**src/rtl/brq_ifu_pkg.sv**
```systemverilog
// Shared types and constants for the Buraq-mini instruction fetch unit.
package brq_ifu_pkg;

    // addi x0, x0, 0 -- the canonical RISC-V bubble
    localparam logic [31:0] NOP = 32'h0000_0013;

    typedef enum logic [1:0] {
        SEQ    = 2'b00,
        BRANCH = 2'b01,
        JAL    = 2'b10,
        JALR   = 2'b11
    } next_pc_sel_e;

    typedef enum logic [1:0] {
        IDLE,
        REQ,
        WAIT,
        REQ_BLOCKED
    } ifu_state_e;

endpackage

```
**src/rtl/ifu_skid_buf.sv**
```systemverilog
// One-entry {inst, pc} holding register that catches a response arriving
// while decode is stalled.
module ifu_skid_buf #(
    parameter int unsigned DataWidth = 32
) (
    input  logic                 brq_clk,
    input  logic                 brq_rst,
    input  logic                 load,
    input  logic                 drain,
    input  logic                 clear,
    input  logic [DataWidth-1:0] in_inst,
    input  logic [DataWidth-1:0] in_pc,
    output logic                 valid,
    output logic [DataWidth-1:0] out_inst,
    output logic [DataWidth-1:0] out_pc
);

    // Occupancy: load wins over drain so a simultaneous drain+refill stays full.
    always_ff @(posedge brq_clk) begin
        if (brq_rst || clear) valid <= 1'b0;
        else if (load)        valid <= 1'b1;
        else if (drain)       valid <= 1'b0;
    end

    // Payload capture; contents are don't-care while empty.
    always_ff @(posedge brq_clk) begin
        if (brq_rst) begin
            out_inst <= '0;
            out_pc   <= '0;
        end else if (load) begin
            out_inst <= in_inst;
            out_pc   <= in_pc;
        end
    end

endmodule

```
**src/rtl/ifu.sv**
```systemverilog
// Instruction fetch unit: owns the fetch PC, drives the imem req/gnt/rvalid
// handshake (one outstanding) and presents a registered inst/pc pair to decode.
module ifu
    import brq_ifu_pkg::*;
#(
    parameter int unsigned          DataWidth = 32,
    parameter logic [DataWidth-1:0] RESET_PC  = '0
) (
    input  logic                 brq_clk,
    input  logic                 brq_rst,
    output logic                 imem_req,
    output logic [DataWidth-1:0] imem_addr,
    input  logic                 imem_gnt,
    input  logic                 imem_rvalid,
    input  logic [DataWidth-1:0] imem_rdata,
    input  logic                 ifu_hold,
    input  logic                 idu_flush,
    input  logic [1:0]           idu_next_pc_sel,
    input  logic                 idu_branch,
    input  logic [DataWidth-1:0] idu_branch_addr,
    input  logic [DataWidth-1:0] idu_jal_addr,
    input  logic [DataWidth-1:0] idu_jalr_addr,
    output logic [DataWidth-1:0] ifu_fetch_inst,
    output logic [DataWidth-1:0] ifu_pc,
    output logic                 ifu_stall
);

    localparam logic [DataWidth-1:0] NOP_W = DataWidth'(NOP);

    ifu_state_e           state, state_d;
    logic [DataWidth-1:0] fetch_pc, inflight_pc, redir_pc, target;
    logic                 discard, redir_pend;
    logic                 buf_valid;
    logic [DataWidth-1:0] buf_inst, buf_pc;
    logic                 rsp_use, out_load, consume, buf_load, buf_drain, fire;

    // A response is usable unless it belongs to a squashed fetch.
    assign rsp_use   = imem_rvalid && !discard && !idu_flush;
    assign out_load  = !idu_flush && !ifu_hold;
    // Straight-to-output path; also the condition that allows back-to-back issue.
    assign consume   = rsp_use && out_load && !buf_valid;
    assign buf_load  = rsp_use && !consume;
    assign buf_drain = out_load && buf_valid;
    assign fire      = imem_req && imem_gnt;
    assign imem_addr = {fetch_pc[DataWidth-1:2], 2'b00};

    // Redirect target; SEQ or a not-taken branch leaves the PC where it is.
    always_comb begin
        target = fetch_pc;
        case (next_pc_sel_e'(idu_next_pc_sel))
            BRANCH:  if (idu_branch) target = idu_branch_addr;
            JAL:     target = idu_jal_addr;
            JALR:    target = idu_jalr_addr;
            default: ;
        endcase
        target[1:0] = 2'b00;
    end

    // Next-state and request generation.
    always_comb begin
        state_d  = state;
        imem_req = 1'b0;
        case (state)
            IDLE: state_d = REQ;
            REQ: begin
                imem_req = 1'b1;
                if (imem_gnt) state_d = WAIT;
            end
            WAIT: begin
                if (imem_rvalid) begin
                    if (consume) begin
                        imem_req = 1'b1;
                        state_d  = imem_gnt ? WAIT : REQ;
                    end else begin
                        state_d = REQ_BLOCKED;
                    end
                end
            end
            REQ_BLOCKED: begin
                imem_req = !buf_valid;
                if (!buf_valid && imem_gnt) state_d = WAIT;
            end
            default: state_d = IDLE;
        endcase
    end

    // Fetch PC, in-flight PC, squash tracking and deferred redirect.
    always_ff @(posedge brq_clk) begin
        if (brq_rst) begin
            state       <= IDLE;
            fetch_pc    <= RESET_PC;
            inflight_pc <= '0;
            redir_pc    <= '0;
            redir_pend  <= 1'b0;
            discard     <= 1'b0;
        end else begin
            state <= state_d;
            if (fire) inflight_pc <= imem_addr;
            // An ungranted request must keep its address, so park the target.
            if (idu_flush && imem_req && !imem_gnt) begin
                redir_pend <= 1'b1;
                redir_pc   <= target;
            end else if (idu_flush) begin
                fetch_pc   <= target;
                redir_pend <= 1'b0;
            end else if (fire) begin
                fetch_pc   <= redir_pend ? redir_pc : fetch_pc + DataWidth'(4);
                redir_pend <= 1'b0;
            end
            if (imem_rvalid) discard <= 1'b0;
            // Squash whatever is in flight or about to be; a same-cycle rvalid
            // has already been dropped via rsp_use.
            if (idu_flush && ((state == WAIT && !imem_rvalid) || imem_req)) discard <= 1'b1;
        end
    end

    ifu_skid_buf #(.DataWidth(DataWidth)) u_skid (
        .brq_clk  (brq_clk),
        .brq_rst  (brq_rst),
        .load     (buf_load),
        .drain    (buf_drain),
        .clear    (idu_flush),
        .in_inst  (imem_rdata),
        .in_pc    (inflight_pc),
        .valid    (buf_valid),
        .out_inst (buf_inst),
        .out_pc   (buf_pc)
    );

    // Decode-facing register: flush beats hold, hold freezes, else buffer/response/bubble.
    always_ff @(posedge brq_clk) begin
        if (brq_rst) begin
            ifu_fetch_inst <= NOP_W;
            ifu_pc         <= '0;
            ifu_stall      <= 1'b1;
        end else if (idu_flush) begin
            ifu_fetch_inst <= NOP_W;
            ifu_stall      <= 1'b1;
        end else if (!ifu_hold) begin
            if (buf_valid) begin
                ifu_fetch_inst <= buf_inst;
                ifu_pc         <= buf_pc;
                ifu_stall      <= 1'b0;
            end else if (rsp_use) begin
                ifu_fetch_inst <= imem_rdata;
                ifu_pc         <= inflight_pc;
                ifu_stall      <= 1'b0;
            end else begin
                ifu_fetch_inst <= NOP_W;
                ifu_stall      <= 1'b1;
            end
        end
    end

endmodule
```
**config.mk**
```make
export PLATFORM = sky130hd
export DESIGN_NAME = ifu
export DESIGN_NICKNAME = d
export VERILOG_FILES = /design/src/rtl/brq_ifu_pkg.sv /design/src/rtl/ifu_skid_buf.sv /design/src/rtl/ifu.sv
export SDC_FILE = /design/constraint.sdc
export NUM_CORES = 1
export LEC_CHECK = 0
export ABC_AREA = 1
export BUFFER_PORTS_ARGS = -buffer_cell sky130_fd_sc_hd__buf_4
export CORE_MARGIN = 2
export CORE_UTILIZATION = 25
export CTS_CLUSTER_SIZE = 8
export DETAILED_ROUTE_END_ITERATION = 10
export PLACE_DENSITY = 0.47
export SYNTH_ARGS = -nofsm -noshare
export SYNTH_HDL_FRONTEND = slang
export SYNTH_SLANG_ARGS = --single-unit
```
**constraint.sdc**
```tcl
create_clock -name brq_clk -period 1.5 [get_ports brq_clk]
set_input_delay 0.3 -clock brq_clk [delete_from_list [all_inputs] [get_ports brq_clk]]
set_output_delay 0.3 -clock brq_clk [all_outputs]
set_load 0.05 [all_outputs]
```
[Word-level counts from Yosys, hierarchy flattened]
Cells that the tools add are included.
Word-level totals
  memory bits (writable): 0
  latch bits: 0
  memory bits (read-only): 0
  bits of input ports: 137
  flip-flop bits (word level): 224
  memories: 0
Cells by class
  equality and inequality tests: 9
  $add $sub $neg: 1
  reductions and logical operators: 32
  $lt $le $gt $ge: 0
  shift-type cells: 0
  mux-type cells: 27
  $mul: 0
  divide/modulo/power cells: 0
  bitwise logic cells: 3
Operators by type and width (count)
  2-to-1 mux 32 bit: 8
  case mux 32 bit (3 select lines): 1
  adder 32 x 3 -> 32 bit, second input constant: 1
  logical AND 1 bit: 13
  2-to-1 mux 1 bit: 11
  2-to-1 mux 2 bit: 5
  equality test 2 bit, second input constant: 4
  case mux 2 bit (4 select lines): 1
  nonzero test 2 bit: 4
  logical NOT 1 bit: 7
  inequality test 2 bit, second input constant: 3
  AND reduction 3 bit: 2
  equality test 2 x 1 -> 1 bit, second input constant: 2
  inverter 1 bit: 3
  case mux 1 bit (3 select lines): 1
  nonzero test 3 bit: 1
  logical NOT 2 bit: 1
  logical OR 1 bit: 2
  AND reduction 2 bit: 1
  OR reduction 2 bit: 1

[Longest topological paths before layout]
Gate-level depths: netlist (run 1).
  word-level depth: 12
  depth in mapped cells: 11

[Modules after synthesis]
A second synthesis (run 1) with hierarchy kept.
Second synthesis, totals
  cell total of the unflattened synthesis: 1712
  area, all modules: 11210.8 um2
Modules (own cells, without submodules)
  ifu: area an instance 8901.0 um2, cells each 1427, times used 1
  ifu_skid_buf: area an instance 2309.7 um2, cells each 285, times used 1

[Worst setup path before layout (run 1)]
No wires, ideal clock.
  path kind: flip-flop to flip-flop
  start: reg fetch_pc[3]
  end: reg fetch_pc[28]
  setup slack: -0.517 ns
  period minus slack after synthesis: 2.017 ns
  buffers on the path: 0
  arrival: 1.897 ns
  required time: 1.380 ns
  cell stages (with the launch flop): 11
  cells stage by stage: dfxtp_1 ha_1 nand2_1 nor2_1 nand2_1 nor2_1 nand2_1 nand2_1 nand3_1 nand2_1 a21oi_1
Between the ends
  cells in the longest elaborated chain, start to end: 4
RTL lines
  from (decl): RTL line ifu.sv:31  | logic [DataWidth-1:0] fetch_pc, inflight_pc, redir_pc, target;
  from (signal assigned): RTL line ifu.sv:104  | fetch_pc <= target;
  from (signal assigned): RTL line ifu.sv:107  | fetch_pc <= redir_pend ? redir_pc : fetch_pc + DataWidth'(4);
  adder 32 x 3 -> 32 bit: RTL line ifu.sv:107
  2-to-1 mux 32 bit: RTL line ifu.sv:107
  2-to-1 mux 32 bit: RTL line ifu.sv:106  | end else if (fire) begin
  2-to-1 mux 32 bit: RTL line ifu.sv:103  | end else if (idu_flush) begin
No other way between the ends. The select of a mux whose other input is x is not followed.
A chain may end at the register's enable or synchronous reset.

[Worst setup path in the final report (run 1)]
  start: reg state[1]
  end: out imem_req
Between the ends
  cells in the longest elaborated chain, start to end: 2
  elaborated cells between the ends (all ways): 4
  classes of those cells: eq/ne: 3; mux: 1
RTL lines
  from (decl): RTL line ifu.sv:30  | ifu_state_e state, state_d;
  from (signal assigned): RTL line ifu.sv:97  | state <= state_d;
  equality test 2 bit or equality test 2 x 1 -> 1 bit (tied branches): RTL line ifu.sv:63  | case (state)
  case mux 1 bit (3 select lines) *: RTL line ifu.sv:63
  to (decl): RTL line ifu.sv:11  | output logic imem_req,
Mark *: on every way between the ends. The rest lies on a longest branch, timed or not.

==> flow_metrics.py, run 1 <==
metrics = {
    "setup_path": {
        "slowest_delay_ps": 380,
        "cpMaxStageDelayCell": "dfxtp_4",
        "endpoint_kind": "primary output",
        "required_ps": 1200,
        "crit_type": "reg -> out",
        "worstPathArrival_ps": 1540,
        "crit_chain": "inv_4 -> nor2_4 -> nand3_4 -> nand2_8 -> buf_6 -> buf_8",
        "critical-path-top-delay-family": "flip-flops",
        "crit_fanout": 5,
        "critPathLaunchType": "register",
        "cp_num_buf_inv": 3,
    },
    "clocking": {
        "clk_path_buf_depth": 3,
        "clockRootBuffer": "clkbuf_16",
        "clock_latency_ps": 580,
        "cts.sinks": 220,
        "tritoncts": "done",
        "cts_max_level": 1,
        "clk_pin_slew_ps": 50,
        "numCtsBuffers": 31,
    },
    "floorplanning": {
        "rows": 75,
        "io_pins": 235,
        "core_region_area_sq_um": 42200,
        "dieWidth_um": 211,
        "fp.dieH_um": 211,
        "fp.dieArea_sq_um": 44700,
        "start_util_pct": 25.5,
    },
    "placed_design": {
        "gp_congestion": 0.923,
        "portBuffers": 224,
        "dpl.hpwl_um": 30300,
        "placedCellCount": 2465,
    },
    "final_layout": {
        "fillers": 4382,
        "fin_cells": 2620,
        "multi_input_area_sq_um": 5930,
        "areaGrowthSynthToFinish_pct": 60.9,
        "insertedDiodeCount": 0,
        "nNetsFinal": 2215,
        "drive_gt1_share_pct": 31.0,
        "regArea_sq_um": 4490,
    },
    "power_and_ir_drop": {
        "power.density_nw_per_um2": 1020,
        "p_leak_uw": 0.00746,
        "peakVddDrop_mv": 0.691,
        "power.total_uw": 17700,
    },
    "min_path": {
        "hold_path_class": "in -> reg",
    },
    "timing": {
        "timing.fmax_mhz": 544,
        "finalCritPeriodShare_pct": 123,
        "rsz0062_at_grt": "true",
        "setup_violations": 70,
        "layout_setup_ws_ps": -340,
        "hold_viol": 0,
        "finalCriticalPeriod_ps": 1840,
        "clock_skew_ps": 28.7,
        "drv_slew": 0,
    },
    "flow_run": {
        "cap_violations": 0,
    },
    "synth": {
        "synth.avg_cell_area_sq_um": 6.53,
        "synth_edf_count": 0,
        "synthFlopType": "dfxtp_1",
        "yosysSeqAreaShare_pct": 40.9,
        "ys_types": 33,
        "ys_warn_count": 0,
        "syn_inst": 1648,
        "synth_area_sq_um": 10800,
        "ys_async_sr_fraction_pct": 0,
        "synth-seq-cells": 220,
    },
    "route": {
        "routed_wl_um": 45700,
        "wl_per_cell_um": 17.4,
        "drt_iter0_drc": 869,
        "vias_per_cell": 4.74,
        "remaining_drc_errors": 0,
        "firstDrtPassIters": 5,
        "vias": 12400,
        "antenna_left": 0,
    },
    "global_route": {
        "grt_max_degree": 59,
        "grt_pass1_vias": 12000,
        "grt_pass1_wl_um": 67900,
        "grt_overflow_total": 0,
        "grtUsageTotal_pct": 19.4,
        "antenna_found_initial": 0,
    },
    "status": {
        "failed_checks": "setup timing",
        "status": "finished, violations left",
    },
}
[power breakdown]
part / leakage (uW) / total (uW) / internal [uW] / switching (uW)
Sequential: 0.00182 / 6530 / 6260 / 269
Clock: 0.000398 / 6280 / 3660 / 2620
Combinational: 0.00525 / 4850 / 2130 / 2720
Total: 0.00746 / 17700 / 12000 / 5610
[area by class of cell]
cell class | instances | area share, %
multi-input cells | 1204 | 34.2
repair buffers | 509 | 28.6
flip-flops and latches | 220 | 26.0
clock buffers | 36 | 4.59
well taps | 539 | 3.90
inverters | 111 | 2.60
clock inverters | 1 | 0.116
[flip-flops by register name (all words and copies together), names as in the netlist, 2 cells and up]
name,cells
ifu_fetch_inst,32
inflight_pc,30
state,2
ifu_pc,30
u_skid.out_pc,30
redir_pc,30
fetch_pc,30
u_skid.out_inst,32
[through the flow]
step	setup TNS, ps	setup WS [ps]	utilization [%]	hold slack, ps	area (sq um)
5_1_grt	-15690	-399	41.0	52.1	17300
3_5_place_dp	-10870	-187	33.7	444	14200
6_report	-5610	-340	41.0	65.0	17300
3_3_place_gp	-7550	-163	33.7	437	14200
4_1_cts	-4500	-362	39.6	33.2	16700
2_1_floorplan	-2160	-63.8	-	426	11000
[final timing paths]
check             cells after the start  slack (ps)          from               to
hold reg to reg                       2         450  redir_pc[28]     redir_pc[28]
hold / removal                        3          60      imem_gnt  inflight_pc[31]
setup / recovery                      6        -340      state[1]         imem_req
setup reg to reg                     11        -180      state[1]      fetch_pc[9]
[tightest hold or removal path, stage by stage]
cell	delay, ps
buf_4	150
nand3_1	90
a21oi_1	60
[synthesized netlist by cell type, types with 2 or more instances]
master	count	area, sq um
buf_4	9	67.6
nand3_1	85	425
nor2_1	185	694
a21oi_1	207	1040
dfxtp_1	220	4400
buf_1	5	18.8
inv_2	6	22.5
o211ai_1	7	52.6
o21ai_1	40	200
nand4_1	10	62.6
clkbuf_1	72	270
a31oi_1	30	188
nand2_2	3	18.8
buf_2	27	135
clkinv_1	3	11.3
o311ai_0	3	26.3
nor3_1	2	10.0
buf_6	2	22.5
nand2_1	403	1510
inv_1	102	383
nand3_2	2	20.0
o21ai_0	214	1070
[cells by family after synthesis]
kind of cell / Yosys count / share of synthesized area, %
adders and majority gates: 1 / 0.116
muxes: 1 / 0.0931
other: 1 / 0.0349
AOI/OAI and AO/OA: 504 / 24.1
DFF: 220 / 40.9
xor gates and xnor gates: 1 / 0.0814
buffers and inverters: 227 / 8.70
and+or+nand+nor: 693 / 25.9
[layer usage]
layer	vias to the layer above	GRT usage, %	share of wire, %
li1	6301	-	-
met5	-	0	0
met4	0	5.66	2.3
met2	354	31.4	46
met3	65	2.52	5.0
met1	5699	26.8	47
[placed cells by master, fill, tap and decap left out, types with 6 or more instances in the layout]
| cell type | netlist | layout |
|---|---|---|
| a21oi_1 | 207 | 195 |
| a21oi_2 | 0 | 12 |
| a31oi_1 | 30 | 29 |
| buf_12 | 0 | 29 |
| buf_16 | 0 | 6 |
| buf_4 | 9 | 357 |
| buf_6 | 2 | 43 |
| buf_8 | 0 | 31 |
| clkbuf_16 | 0 | 39 |
| dfxtp_1 | 220 | 186 |
| dfxtp_2 | 0 | 15 |
| dfxtp_4 | 0 | 19 |
| dlygate4sd3_1 | 0 | 34 |
| inv_1 | 102 | 99 |
| nand2_1 | 403 | 390 |
| nand2_2 | 3 | 6 |
| nand2_4 | 0 | 7 |
| nand3_1 | 85 | 78 |
| nand4_1 | 10 | 10 |
| nor2_1 | 185 | 165 |
| nor2_2 | 1 | 10 |
| nor2_4 | 0 | 11 |
| o211ai_1 | 7 | 7 |
| o21ai_0 | 214 | 167 |
| o21ai_1 | 40 | 55 |
| o21ai_2 | 0 | 29 |
[what timing repair did]
item,4_1_cts,5_1_grt
endpoints found under the setup margin,96,227
hold endpoints to repair,63,0
pin swaps,25,10
gates cloned,7,9
hold buffers,34,0
resized for setup,226,78
setup buffers,56,20
Power figures use the tool's default switching activity.
==> run 2: changes to the inputs <==
Settings changed: GPL_TIMING_DRIVEN from default to 0, MAX_ROUTING_LAYER from default to met4, RECOVER_POWER from default to 25.
==> run 2 against run 1 <==
Register-to-register slack lost 50 ps. Via count increased by 1.8%. The flow still finishes with violations (setup timing). Count of clock-buffer cells in the layout fell by 1. Critical path type is now reg -> reg.
==> flow_metrics.py, run 2 (synthesis gave the netlist of run 1 again) <==
metrics = {
    "floorplanning": {
        "dieWidth_um": 211,
        "io_pins": 235,
        "rows": 75,
        "fp.dieH_um": 211,
        "start_util_pct": 25.5,
        "core_region_area_sq_um": 42200,
        "fp.dieArea_sq_um": 44700,
    },
    "global_route": {
        "grt_overflow_total": 0,
        "antenna_found_initial": 0,
        "grt_pass1_vias": 12300,
        "grt_pass1_wl_um": 71500,
        "grt_max_degree": 16,
        "grtUsageTotal_pct": 21.5,
    },
    "clocking": {
        "clk_path_buf_depth": 3,
        "clock_latency_ps": 560,
        "numCtsBuffers": 31,
        "cts.sinks": 220,
        "cts_max_level": 1,
        "clockRootBuffer": "clkbuf_16",
        "clk_pin_slew_ps": 60,
        "tritoncts": "done",
    },
    "placed_design": {
        "dpl.hpwl_um": 34400,
        "portBuffers": 222,
        "place_area_sq_um": 13300,
        "gp_congestion": 0.991,
    },
    "timing": {
        "worst_slew_pin_slew_ps": 968,
        "rsz0062_at_grt": "true",
        "finalCriticalPeriod_ps": 1730,
        "layout_setup_ws_ps": -230,
        "hold_viol": 0,
        "relSlewSlack_pct": 35.5,
        "finalCritPeriodShare_pct": 115,
        "final.setup.tns_ps": -21720,
        "setup_violations": 180,
        "clock_skew_ps": 12.9,
        "drv_slew": 0,
        "timing.fmax_mhz": 578,
    },
    "route": {
        "wl_per_cell_um": 19.1,
        "drt_iter0_drc": 817,
        "firstDrtPassIters": 7,
        "remaining_drc_errors": 0,
        "antenna_left": 0,
        "vias": 12600,
        "vias_per_cell": 4.91,
        "routed_wl_um": 49100,
    },
    "power_and_ir_drop": {
        "power.density_nw_per_um2": 1000,
        "swShare_pct": 33.0,
        "p_comb_share_pct": 26.9,
        "clkPwrFrac_pct": 34.7,
        "p_seq_share_pct": 38.5,
        "p_leak_uw": 0.00713,
        "peakVddDrop_mv": 0.821,
        "p_sw_uw": 5840,
        "p_int_uw": 11900,
    },
    "status": {
        "failed_checks": "setup timing",
        "status": "finished, violations left",
    },
    "final_layout": {
        "nNetsFinal": 2170,
        "drive_gt1_share_pct": 36.7,
        "areaGrowthSynthToFinish_pct": 64.4,
        "insertedDiodeCount": 0,
        "top_regs": "ifu_fetch_inst (32), u_skid.out_inst (32)",
        "fin_area_sq_um": 17700,
        "final_cell_mix": "nand2_1 (368), buf_4 (233), dfxtp_1 (186), nor2_1 (156), a21oi_1 (128)",
        "fillers": 4313,
        "layout_commonest_cell": "nand2_1",
    },
    "setup_path": {
        "worstPathArrival_ps": 2210,
        "critPathLaunchType": "register",
        "required_ps": 1980,
        "endpoint_kind": "register",
        "crit_fanout": 7,
        "crit_type": "reg -> reg",
    },
    "min_path": {
        "hold_path_class": "in -> reg",
    },
    "flow_run": {
        "cap_violations": 0,
    },
}
==> run 2: critical path: stages (launching register included) <==
cell and delay (ps):
dfxtp_4 360, nor2_4 170, nand3_4 120, nand2_8 80
buf_6 130, buf_6 100, nand3_4 60, buf_12 160
inv_12 90, buf_8 140, nand3_2 80, a21oi_2 150
==> run 2: power by group through the flow <==
stage                     Sequential [uW]  Clock [uW]  Combinational [uW]
final                                6810        6150                4760
after global routing                 6850        6490                5070
after global placement               6830           0                3260
after detailed placement             6830           0                3270
after CTS                            6750        6260                4310
after floorplan                      7190           0                1520
==> run 2: layout make-up <==
class	count	area (sq um)	share of cell area [%]
Clock inverter	1	8.76	0.0495
Inverter	111	452	2.56
Multi-Input combinational cell	1204	6800	38.5
Tap cell	539	674	3.81
Timing Repair Buffer	351	3510	19.9
Buffer	113	917	5.19
Clock buffer	35	791	4.47
Sequential cell	220	4520	25.6
==> run 2: final timing paths <==
| path | startpoint | endpoint | slack, ps | cells after the start |
|---|---|---|---|---|
| setup / recovery | u_skid.valid | redir_pc[7] | -230 | 11 |
| hold / removal | imem_rvalid | discard | 40 | 4 |
| setup reg to reg | u_skid.valid | redir_pc[7] | -230 | 11 |
| hold reg to reg | redir_pc[30] | redir_pc[30] | 460 | 2 |
==> run 2: layer usage <==
metal | wire, um | vias up | GRT usage (%)
li1 | - | 6230 | -
met2 | 22500 | 473 | 33.5
met1 | 21800 | 5848 | 27.6
met3 | 3090 | 97 | 3.41
met4 | 1800 | 0 | 8.89
met5 | 0 | - | -
==> run 2: what timing repair did <==
| item | in CTS | in global routing |
|---|---|---|
| gates cloned | 17 | 13 |
| gates resized for setup | 380 | 333 |
| pin swaps | 55 | 74 |
| hold buffers | 31 | 1 |
| buffers inserted | 57 | 20 |
| hold endpoints to repair | 31 | 1 |
| setup endpoints to repair | 247 | 228 |
==> run 2: stage by stage <==
stage,std cells,util [%],setup WS [ps],power [uW],hold slack [ps]
after floorplan,1651,-,-63.8,8710,426
after global placement,2412,31.5,-572,10100,438
after CTS,2551,39.0,-256,17300,2.32
after global routing,2574,41.9,-321,18400,65.9
final,2574,41.9,-230,17700,43.7
after detailed placement,2412,31.5,-610,10100,444
